File: config.mk
export PLATFORM = sky130hd
export DESIGN_NAME = bb_quant_pack_flat
export DESIGN_NICKNAME = d
export VERILOG_FILES = /design/src/rtl/bb_quant_pack_pkg.sv /design/src/rtl/bb_quant_pack_if.sv /design/src/rtl/bb_quant_pack_agc_threshold.sv /design/src/rtl/bb_quant_pack.sv /design/src/flat_wrapper.sv
export SDC_FILE = /design/constraint.sdc
export NUM_CORES = 1
export LEC_CHECK = 0
export CORE_UTILIZATION = 41
export DETAILED_ROUTE_END_ITERATION = 10
export PLACE_DENSITY = 0.64
export SYNTH_ARGS = -nofsm -noshare
export SYNTH_HDL_FRONTEND = slang
export SYNTH_HIERARCHICAL = 1
export SYNTH_SLANG_ARGS = --single-unit
File: constraint.sdc
create_clock -name clk -period 13.2 [get_ports clk]
set_input_delay 3.96 -clock clk [delete_from_list [all_inputs] [get_ports clk]]
set_output_delay 3.96 -clock clk [all_outputs]
set_load 0.01 [all_outputs]
File: src/rtl/bb_quant_pack_pkg.sv
// Package gps_sim_pkg: types and constants shared by the baseband quantizer/packer slice.
//   quant2_t          : 2-bit sign/magnitude sample {sign, mag}
//   SAMPLES_PER_WORD  : complex samples packed per output word
//   PACK_W            : packed output word width
//   quantize()        : sign/magnitude quantization of one 16-bit rail against a threshold
package gps_sim_pkg;

  localparam int SAMPLES_PER_WORD = 8;
  localparam int PACK_W           = 32;

  typedef struct packed {
    logic sign;
    logic mag;
  } quant2_t;

  // The magnitude is formed in 17 bits so that -32768 maps to +32768 and
  // therefore always compares as the largest possible magnitude.
  function automatic quant2_t quantize(input logic [15:0] x, input logic [15:0] thr);
    quant2_t     q;
    logic [16:0] xs;
    logic [16:0] ax;
    xs     = {x[15], x};
    ax     = x[15] ? (17'd0 - xs) : xs;
    q.sign = x[15];
    q.mag  = (ax >= {1'b0, thr});
    return q;
  endfunction

endpackage

File: src/rtl/bb_quant_pack_if.sv
// Packed-word valid/ready stream from bb_quant_pack to the capture FIFO/DMA.
//   m_valid : packed word valid (source -> sink)
//   m_ready : sink ready        (sink -> source)
//   m_data  : packed word       (source -> sink)
// Modports: master = word source, slave = word sink.
interface bb_quant_pack_if
  import gps_sim_pkg::*;
();

  logic              m_valid;
  logic              m_ready;
  logic [PACK_W-1:0] m_data;

  modport master (output m_valid, output m_data, input m_ready);
  modport slave  (input m_valid, input m_data, output m_ready);

endinterface

File: src/rtl/bb_quant_pack_agc_threshold.sv
// agc_threshold: magnitude-threshold control for the 2-bit quantizer.
//   clk, rstn   : clock, asynchronous active-low reset
//   agc_en      : 1 = closed-loop AGC, 0 = thr follows thr_manual
//   thr_manual  : manual threshold
//   mag_target  : wanted count of set magnitude bits per window
//   strobe      : a sample is being quantized this cycle
//   i_mag/q_mag : magnitude bits of that sample (computed with the current thr)
//   thr         : threshold currently applied
module agc_threshold
  import gps_sim_pkg::*;
#(
  parameter int AGC_WIN  = 1024,
  parameter int AGC_HYST = 32,
  parameter int THR_INIT = 2048,
  parameter int THR_MIN  = 64,
  parameter int THR_MAX  = 30000
) (
  input  logic        clk,
  input  logic        rstn,
  input  logic        agc_en,
  input  logic [15:0] thr_manual,
  input  logic [15:0] mag_target,
  input  logic        strobe,
  input  logic        i_mag,
  input  logic        q_mag,
  output logic [15:0] thr
);

  localparam int WIN_W = $clog2(AGC_WIN);
  localparam int ACC_W = WIN_W + 2;  // holds up to 2*AGC_WIN

  logic [WIN_W-1:0] win_cnt_reg;
  logic [ACC_W-1:0] acc_reg;
  logic [ACC_W-1:0] acc_next;
  logic [15:0]      thr_reg;
  logic [15:0]      thr_step;
  logic [16:0]      thr_up;
  logic [15:0]      thr_dn;
  logic [16:0]      thr_raw;
  logic [17:0]      cnt_ext;
  logic [17:0]      hi_lim;
  logic [17:0]      lo_lim;
  logic             win_end;

  // The current sample is included, so the window decision is made in the
  // same cycle as its last strobe and the next strobe sees the new threshold.
  assign acc_next = acc_reg + ACC_W'(i_mag) + ACC_W'(q_mag);
  assign cnt_ext  = 18'(acc_next);
  assign hi_lim   = {2'b00, mag_target} + 18'(AGC_HYST);
  assign lo_lim   = (mag_target >= 16'(AGC_HYST)) ? {2'b00, mag_target - 16'(AGC_HYST)} : 18'd0;
  assign thr_up   = {1'b0, thr_reg} + {5'b00000, thr_reg[15:4]};
  assign thr_dn   = thr_reg - {4'b0000, thr_reg[15:4]};
  assign win_end  = (win_cnt_reg == WIN_W'(AGC_WIN - 1));

  always_comb begin
    thr_raw = {1'b0, thr_reg};
    if (cnt_ext > hi_lim) begin
      thr_raw = thr_up;
    end else if (cnt_ext < lo_lim) begin
      thr_raw = {1'b0, thr_dn};
    end
  end

  // Clamp applies to every window result, including an unchanged one that a
  // manual value outside the range carried over at re-enable.
  always_comb begin
    thr_step = thr_raw[15:0];
    if (thr_raw > 17'(THR_MAX)) begin
      thr_step = 16'(THR_MAX);
    end else if (thr_raw < 17'(THR_MIN)) begin
      thr_step = 16'(THR_MIN);
    end
  end

  always_ff @(posedge clk or negedge rstn) begin
    if (!rstn) begin
      thr_reg     <= 16'(THR_INIT);
      win_cnt_reg <= '0;
      acc_reg     <= '0;
    end else if (!agc_en) begin
      // Tracking thr_manual here makes re-enable bumpless; holding the
      // counters at zero makes the first enabled strobe open a fresh window.
      thr_reg     <= thr_manual;
      win_cnt_reg <= '0;
      acc_reg     <= '0;
    end else if (strobe) begin
      if (win_end) begin
        thr_reg     <= thr_step;
        win_cnt_reg <= '0;
        acc_reg     <= '0;
      end else begin
        win_cnt_reg <= win_cnt_reg + WIN_W'(1);
        acc_reg     <= acc_next;
      end
    end
  end

  assign thr = thr_reg;

endmodule

File: src/rtl/bb_quant_pack.sv
// bb_quant_pack: 2-bit sign/magnitude quantizer, AGC and 8-sample word packer.
//   clk, rstn          : clock, asynchronous active-low reset
//   dv_in, real_in,
//   imag_in            : 16-bit signed complex input samples with strobe
//   agc_en, thr_manual,
//   mag_target         : threshold control (see agc_threshold)
//   q_dv, q_real,
//   q_imag             : unpacked {sign,mag} tap, one cycle after dv_in
//   m_if (master)      : packed 32-bit word stream, valid/ready
//   thr_out            : threshold currently applied
//   overflow, drop_cnt : sticky drop flag and saturating dropped-word count
//   ovf_clr            : clears overflow and drop_cnt
module bb_quant_pack
  import gps_sim_pkg::*;
#(
  parameter int AGC_WIN  = 1024,
  parameter int AGC_HYST = 32,
  parameter int THR_INIT = 2048,
  parameter int THR_MIN  = 64,
  parameter int THR_MAX  = 30000
) (
  input  logic              clk,
  input  logic              rstn,
  input  logic              dv_in,
  input  logic [15:0]       real_in,
  input  logic [15:0]       imag_in,
  input  logic              agc_en,
  input  logic [15:0]       thr_manual,
  input  logic [15:0]       mag_target,
  output logic              q_dv,
  output logic [1:0]        q_real,
  output logic [1:0]        q_imag,
  bb_quant_pack_if.master   m_if,
  output logic [15:0]       thr_out,
  output logic              overflow,
  input  logic              ovf_clr,
  output logic [15:0]       drop_cnt
);

  localparam int NIB_W  = PACK_W / SAMPLES_PER_WORD;
  localparam int IDX_W  = $clog2(SAMPLES_PER_WORD);
  localparam int PART_W = (SAMPLES_PER_WORD - 1) * NIB_W;

  quant2_t           qi_now;
  quant2_t           qq_now;
  quant2_t           qi_reg;
  quant2_t           qq_reg;
  logic              q_dv_reg;
  logic [15:0]       thr_cur;
  logic [NIB_W-1:0]  nibble;
  logic [IDX_W-1:0]  idx_reg;
  logic [PART_W-1:0] partial_reg;
  logic [PART_W-1:0] partial_next;
  logic [PACK_W-1:0] full_word;
  logic              word_done;
  logic              m_valid_reg;
  logic [PACK_W-1:0] m_data_reg;
  logic              take;
  logic              drop;
  logic              overflow_reg;
  logic [15:0]       drop_cnt_reg;

  // ---------------- threshold ----------------
  agc_threshold #(
    .AGC_WIN  (AGC_WIN),
    .AGC_HYST (AGC_HYST),
    .THR_INIT (THR_INIT),
    .THR_MIN  (THR_MIN),
    .THR_MAX  (THR_MAX)
  ) u_agc (
    .clk        (clk),
    .rstn       (rstn),
    .agc_en     (agc_en),
    .thr_manual (thr_manual),
    .mag_target (mag_target),
    .strobe     (dv_in),
    .i_mag      (qi_now.mag),
    .q_mag      (qq_now.mag),
    .thr        (thr_cur)
  );

  // ---------------- quantizer ----------------
  assign qi_now = quantize(real_in, thr_cur);
  assign qq_now = quantize(imag_in, thr_cur);

  always_ff @(posedge clk or negedge rstn) begin
    if (!rstn) begin
      q_dv_reg <= 1'b0;
      qi_reg   <= '0;
      qq_reg   <= '0;
    end else begin
      q_dv_reg <= dv_in;
      if (dv_in) begin
        qi_reg <= qi_now;
        qq_reg <= qq_now;
      end
    end
  end

  // ---------------- packer ----------------
  assign nibble    = {qi_reg, qq_reg};
  assign word_done = q_dv_reg && (idx_reg == IDX_W'(SAMPLES_PER_WORD - 1));
  // The last sample of a word bypasses the partial register straight into
  // the output register, giving the two-cycle dv_in -> m_valid latency.
  assign full_word = {nibble, partial_reg};

  genvar gi;
  generate
    for (gi = 0; gi < SAMPLES_PER_WORD - 1; gi++) begin : g_lane
      assign partial_next[NIB_W*gi +: NIB_W] =
        (q_dv_reg && (idx_reg == IDX_W'(gi))) ? nibble : partial_reg[NIB_W*gi +: NIB_W];
    end
  endgenerate

  always_ff @(posedge clk or negedge rstn) begin
    if (!rstn) begin
      idx_reg     <= '0;
      partial_reg <= '0;
    end else begin
      partial_reg <= partial_next;
      if (q_dv_reg) begin
        idx_reg <= idx_reg + IDX_W'(1);
      end
    end
  end

  // ---------------- output register ----------------
  assign take = m_valid_reg && m_if.m_ready;
  // Packing never stalls: a word finishing while the held word is not
  // leaving this cycle has nowhere to go and is counted as dropped.
  assign drop = word_done && m_valid_reg && !m_if.m_ready;

  always_ff @(posedge clk or negedge rstn) begin
    if (!rstn) begin
      m_valid_reg <= 1'b0;
      m_data_reg  <= '0;
    end else if (word_done && !drop) begin
      m_valid_reg <= 1'b1;
      m_data_reg  <= full_word;
    end else if (take) begin
      m_valid_reg <= 1'b0;
    end
  end

  // A clear coinciding with a drop restarts the count at that drop.
  always_ff @(posedge clk or negedge rstn) begin
    if (!rstn) begin
      overflow_reg <= 1'b0;
      drop_cnt_reg <= '0;
    end else if (drop) begin
      overflow_reg <= 1'b1;
      if (ovf_clr) begin
        drop_cnt_reg <= 16'd1;
      end else if (drop_cnt_reg != 16'hFFFF) begin
        drop_cnt_reg <= drop_cnt_reg + 16'd1;
      end
    end else if (ovf_clr) begin
      overflow_reg <= 1'b0;
      drop_cnt_reg <= '0;
    end
  end

  assign q_dv        = q_dv_reg;
  assign q_real      = qi_reg;
  assign q_imag      = qq_reg;
  assign m_if.m_valid = m_valid_reg;
  assign m_if.m_data  = m_data_reg;
  assign thr_out     = thr_cur;
  assign overflow    = overflow_reg;
  assign drop_cnt    = drop_cnt_reg;

endmodule

File: src/flat_wrapper.sv
// flat-port wrapper written by rule: the top's interface ports become plain ports
module bb_quant_pack_flat import gps_sim_pkg::*;
#(
  parameter int AGC_WIN  = 1024,
  parameter int AGC_HYST = 32,
  parameter int THR_INIT = 2048,
  parameter int THR_MIN  = 64,
  parameter int THR_MAX  = 30000
)
  (clk, rstn, dv_in, real_in, imag_in, agc_en, thr_manual, mag_target, q_dv, q_real, q_imag, thr_out, overflow, ovf_clr, drop_cnt, m_if_m_valid, m_if_m_data, m_if_m_ready);
  bb_quant_pack_if m_if_i ();
  input  logic clk;
  input  logic rstn;
  input  logic dv_in;
  input  logic [15:0] real_in;
  input  logic [15:0] imag_in;
  input  logic agc_en;
  input  logic [15:0] thr_manual;
  input  logic [15:0] mag_target;
  output logic q_dv;
  output logic [1:0] q_real;
  output logic [1:0] q_imag;
  output logic [15:0] thr_out;
  output logic overflow;
  input  logic ovf_clr;
  output logic [15:0] drop_cnt;
  output wire logic [$bits(m_if_i.m_valid)-1:0] m_if_m_valid;
  output wire logic [$bits(m_if_i.m_data)-1:0] m_if_m_data;
  input wire logic [$bits(m_if_i.m_ready)-1:0] m_if_m_ready;
  assign m_if_m_valid = m_if_i.m_valid;
  assign m_if_m_data = m_if_i.m_data;
  assign m_if_i.m_ready = m_if_m_ready;
  bb_quant_pack #(.AGC_WIN(AGC_WIN), .AGC_HYST(AGC_HYST), .THR_INIT(THR_INIT), .THR_MIN(THR_MIN), .THR_MAX(THR_MAX)) u_core (.clk(clk), .rstn(rstn), .dv_in(dv_in), .real_in(real_in), .imag_in(imag_in), .agc_en(agc_en), .thr_manual(thr_manual), .mag_target(mag_target), .q_dv(q_dv), .q_real(q_real), .q_imag(q_imag), .m_if(m_if_i), .thr_out(thr_out), .overflow(overflow), .ovf_clr(ovf_clr), .drop_cnt(drop_cnt));
endmodule
Word level (Yosys, flattened, before mapping)
Cells that the tools add are included.
Word-level totals
  register bits: 124
  input port bits: 70
  word-level logic and storage cells: 93
Cells by class
  $add $sub $neg: 11
  $lt $le $gt $ge: 7
  equal/unequal tests: 11
  multiplexer cells: 24
  reduce and logical (&&, ||, !) cells: 20
Operator list (number)
  two-way mux 16 bit: 11
  two-way mux 17 bit: 3
  two-way mux 12 bit: 3
  >= comparator 17 x 16 -> 1 bit: 2
  subtractor 1 x 16 -> 17 bit, first input constant: 2
  two-way mux 10 bit: 3
  adder 12 x 1 -> 12 bit: 2
  adder 16 x 12 -> 17 bit: 1
  adder 16 x 6 -> 17 bit, second input constant: 1
  greater-than comparator 12 x 17 -> 1 bit: 1
  greater-than comparator 17 x 15 -> 1 bit, second input constant: 1
  less-than comparator 17 x 7 -> 1 bit, second input constant: 1
  adder 16 x 1 -> 16 bit, second input constant: 1
  >= comparator 16 x 6 -> 1 bit, second input constant: 1
  less-than comparator 12 x 16 -> 1 bit: 1
  != test 16 bit, second input constant: 1
  subtractor 16 x 12 -> 16 bit: 1
  subtractor 16 x 6 -> 16 bit, second input constant: 1
  == test 3 bit, second input constant: 4
  logical AND 1 bit: 12
  adder 10 x 1 -> 10 bit, second input constant: 1
  == test 10 bit, second input constant: 1
  == test 3 x 2 -> 1 bit, second input constant: 2
  nonzero test 2 bit: 3
  8 further kinds: 13

Logic depth before layout (Yosys ltp)
  word-level depth: 14
  gate-level depth with buffers: 32
  depth with buffers taken out: 30

Cells and area by module
Netlist, hierarchy kept.
By module, submodules not included
  bb_quant_pack: instances 1, cells an instance 442, area each 4923.5 um2, sequential area each 2152.1 um2
  agc_threshold: instances 1, cells an instance 569, area each 4569.4 um2, sequential area each 952.2 um2

Least setup slack after synthesis
Ideal clock, no wire load.
  path type: input -> register
  start point: input real_in[4]
  end point: register u_core.u_agc.thr_reg[0], in the netlist u_core/u_agc/thr[0]
  arrival: 10508 ps
  required time: 13105 ps
  setup slack: 2597 ps
  stages: 30
  path buffers: 1
  path through: or3_4 nor4_4 nand3_1 o41ai_1 xnor2_1 ha_1 and4_1 a31oi_1 a21oi_1 a2111oi_0 nand2_1 fa_1 and3_1 nand3_1 nor2_1 and3_1 and3_1 xor2_1 ha_1 nand2_1 a2111oi_2 a211oi_1 or4_1 buf_6 nor2_8 a211o_2 nand2_1 or4_4 o211a_4 o31ai_1
RTL lines
  from (decl): line flat_wrapper.sv:15  | input logic [15:0] real_in;
  to (signal assigned): line bb_quant_pack_agc_threshold.sv:77  | thr_reg <= 16'(THR_INIT);
  to (signal assigned): line bb_quant_pack_agc_threshold.sv:83  | thr_reg <= thr_manual;
  to (signal assigned): line bb_quant_pack_agc_threshold.sv:88  | thr_reg <= thr_step;
  to (decl): line bb_quant_pack_agc_threshold.sv:35  | logic [15:0] thr_reg;

==> metrics.yaml <==
status: "finished, final reports clean"
cts_buffer_depth: 2
worstPathMaxFanout: 16
cts_tree: "done"
syn_nets: 1176
finalHoldViolCount: 0
layout_commonest_cell: "clkdlybuf4s50_1"
cpMaxStageDelayCell: "o21ai_1"
numClockSinks: 124
period_share_pct: 92.16
arrival_ps: 12440
synth_cells: 1011
routed_via_density: 5.827
clk_latency_ps: 420
clk_pin_slew_ps: 60
largest_register_ffs: 32
fin_tns_setup_ps: 0
crit_path_start_kind: "input pin"
maxSlewViolCount: 0
synth.distinct_cells: 88
rsz0062_at_grt: "no"
relSlewSlack_pct: 20.39
worstSetupPathType: "input pin to flop"
layout_common_cells: "clkdlybuf4s50_1 (139), dfrtp_1 (123), ha_1 (92)"
dpl.cell_count: 1405
die_h_um: 154.2
syn_area_um2: 9493
hpwl_um: 19590
die_w_um: 154.2
drive_above_1_share_pct: 11.63
ys_warn_count: 6
fmax_ghz: 0.08220
die_area_um2: 23770
hold_buffers: 0
wl_um: 26270
cts_root_buffer: "clkbuf_16"
syn_to_final_growth_pct: 23.08
synth_edf_count: 0
drtAntennaViolNets: 0
critPathMaxStageDelay_ps: 980
antenna_found_initial: 0
grt_max_degree: 68
cts_resized: 0
io_buffers: 140
rows: 55
ys.flop_type: "dfrtp_1"
first_global_vias: 7957
powerDensity_nw_per_um2: 164.7
tightest_slew_ps: 1186
ioPinCount: 141
via_count: 8374
peakVddDrop_mv: 0.08032
leakage_nw: 5.089
cts_setup_buffers: 0
htree_levels: 4
cp_data_required_time_ps: 13480
clock_skew_ps: 11.89
critPathCaptureType: "flop"
fin_crit_ps: 12160
yosysSeqAreaShare_pct: 32.70
hp-class: "flop to flop"
drt_first_pass_iters: 5
cts-buffers-inserted: 17
finalNetCount: 1304
drc: 0
gp_congestion: 0.9167
drv_cap: 0
grt_pass1_wl_um: 41650
ys_seq_elements: 124
gr-total-overflow: 0
stdcell_count: 1437
drt-initial-drc-count: 494
grtUsageTotal_pct: 22.17
start_util_pct: 41.93
diodes: 0
critPathMostFrequentCell: "nand3_1"
syn_area_per_cell_um2: 9.390
synthArstFlopShare_pct: 100.0
coreArea_um2: 22640
wl_per_cell_um: 18.28
setup_viol: 0
## where the power goes
part	switching, mW	internal, mW
registers	0.101	0.488
clock network	0.188	0.282
logic	0.444	0.422
total	0.733	1.19
## path summary, 6_finish.rpt
path / start / end / slack, ps / depth (start not counted)
max: real_in[2] / u_core/u_agc/thr[4] / 1040 / 30
min: u_core/partial_reg[4] / u_core/m_if.m_data[4] / 500 / 1
max reg2reg: u_core/u_agc/thr[12] / u_core/u_agc/thr[4] / 5510 / 25
min reg2reg: u_core/partial_reg[4] / u_core/m_if.m_data[4] / 500 / 1
max in group asynchronous: rstn / u_core/u_agc/win_cnt_reg[8] / 8280 / 2
min in group asynchronous: rstn / u_core/m_if.m_data[6] / 3660 / 1
## layout make-up
cell class              instances  area, um2
clock buffers                  18      429.2
clock inverters                14      160.2
fillers                      2076      10960
inverters                      62      232.7
multi-input cells             790       5972
flip-flops and latches        124       3104
well taps                     285      356.6
repair buffers                144       1429
## critical path: cells and delay by family
kind | cells | cell delay [ps]
compound gates | 9 | 3320
simple gates | 15 | 3120
fa+ha+maj | 3 | 1100
buf+inv | 1 | 480
xor+xnor | 2 | 450
## metal layers
layer  GRT usage, %  up-vias  routed length (um)
met5              0        -                   0
met4          6.905        0                 391
met3          3.833       32                1428
met2          34.83      252               11920
met1          30.94     4096               12540
li1               -     3994                   -
## stage by stage
stage	cell area, um2	utilization (%)	hold WS, ps	power (mW)	worst slack, ps
2_1_floorplan	9493	-	469.5	1.121	2597
3_3_place_gp	11090	49.00	480.7	1.433	973.8
3_5_place_dp	11090	49.00	484.2	1.443	801.4
4_1_cts	11680	51.61	495.3	1.924	1194
5_1_grt	11680	51.61	511.8	2.045	358.8
6_report	11680	51.61	496.0	1.925	1035
## cell usage after synthesis (5+ instances only)
library cell / count / share of area, %
dfrtp_1: 123 / 32
ha_1: 92 / 12
nand2_1: 79 / 3.1
mux2_2: 63 / 7.5
inv_1: 62 / 2.5
a21oi_1: 59 / 3.1
nor2_1: 52 / 2.1
nand3_1: 41 / 2.2
o21ai_0: 41 / 2.2
xnor2_1: 40 / 3.7
nor3_1: 24 / 1.3
xor2_1: 21 / 1.9
and3_1: 18 / 1.2
clkbuf_1: 18 / 0.71
o31ai_1: 18 / 1.4
nand2b_1: 13 / 0.86
or3_1: 13 / 0.86
a22o_1: 12 / 1.1
o211ai_1: 12 / 0.95
buf_2: 11 / 0.58
nand4_1: 11 / 0.72
a211oi_1: 10 / 0.79
a31oi_1: 10 / 0.66
o22ai_1: 10 / 0.66
nor2b_1: 9 / 0.59
a21o_1: 8 / 0.63
a22oi_1: 8 / 0.63
and4_1: 8 / 0.74
o21bai_1: 8 / 0.63
or4_1: 6 / 0.47
buf_6: 5 / 0.59
mux2i_1: 5 / 0.53
nor4_1: 5 / 0.33
## cells by family after synthesis
| logic type | count (synthesis) | synth area share, % |
|---|---|---|
| simple gates | 314 | 18.19 |
| compound gates | 252 | 18.31 |
| flops | 124 | 32.70 |
| buf+inv | 97 | 4.415 |
| fa+ha+maj | 95 | 12.76 |
| mux | 68 | 8.001 |
| xor+xnor | 61 | 5.628 |
Note: power is estimated with default switching activity, not from simulation.
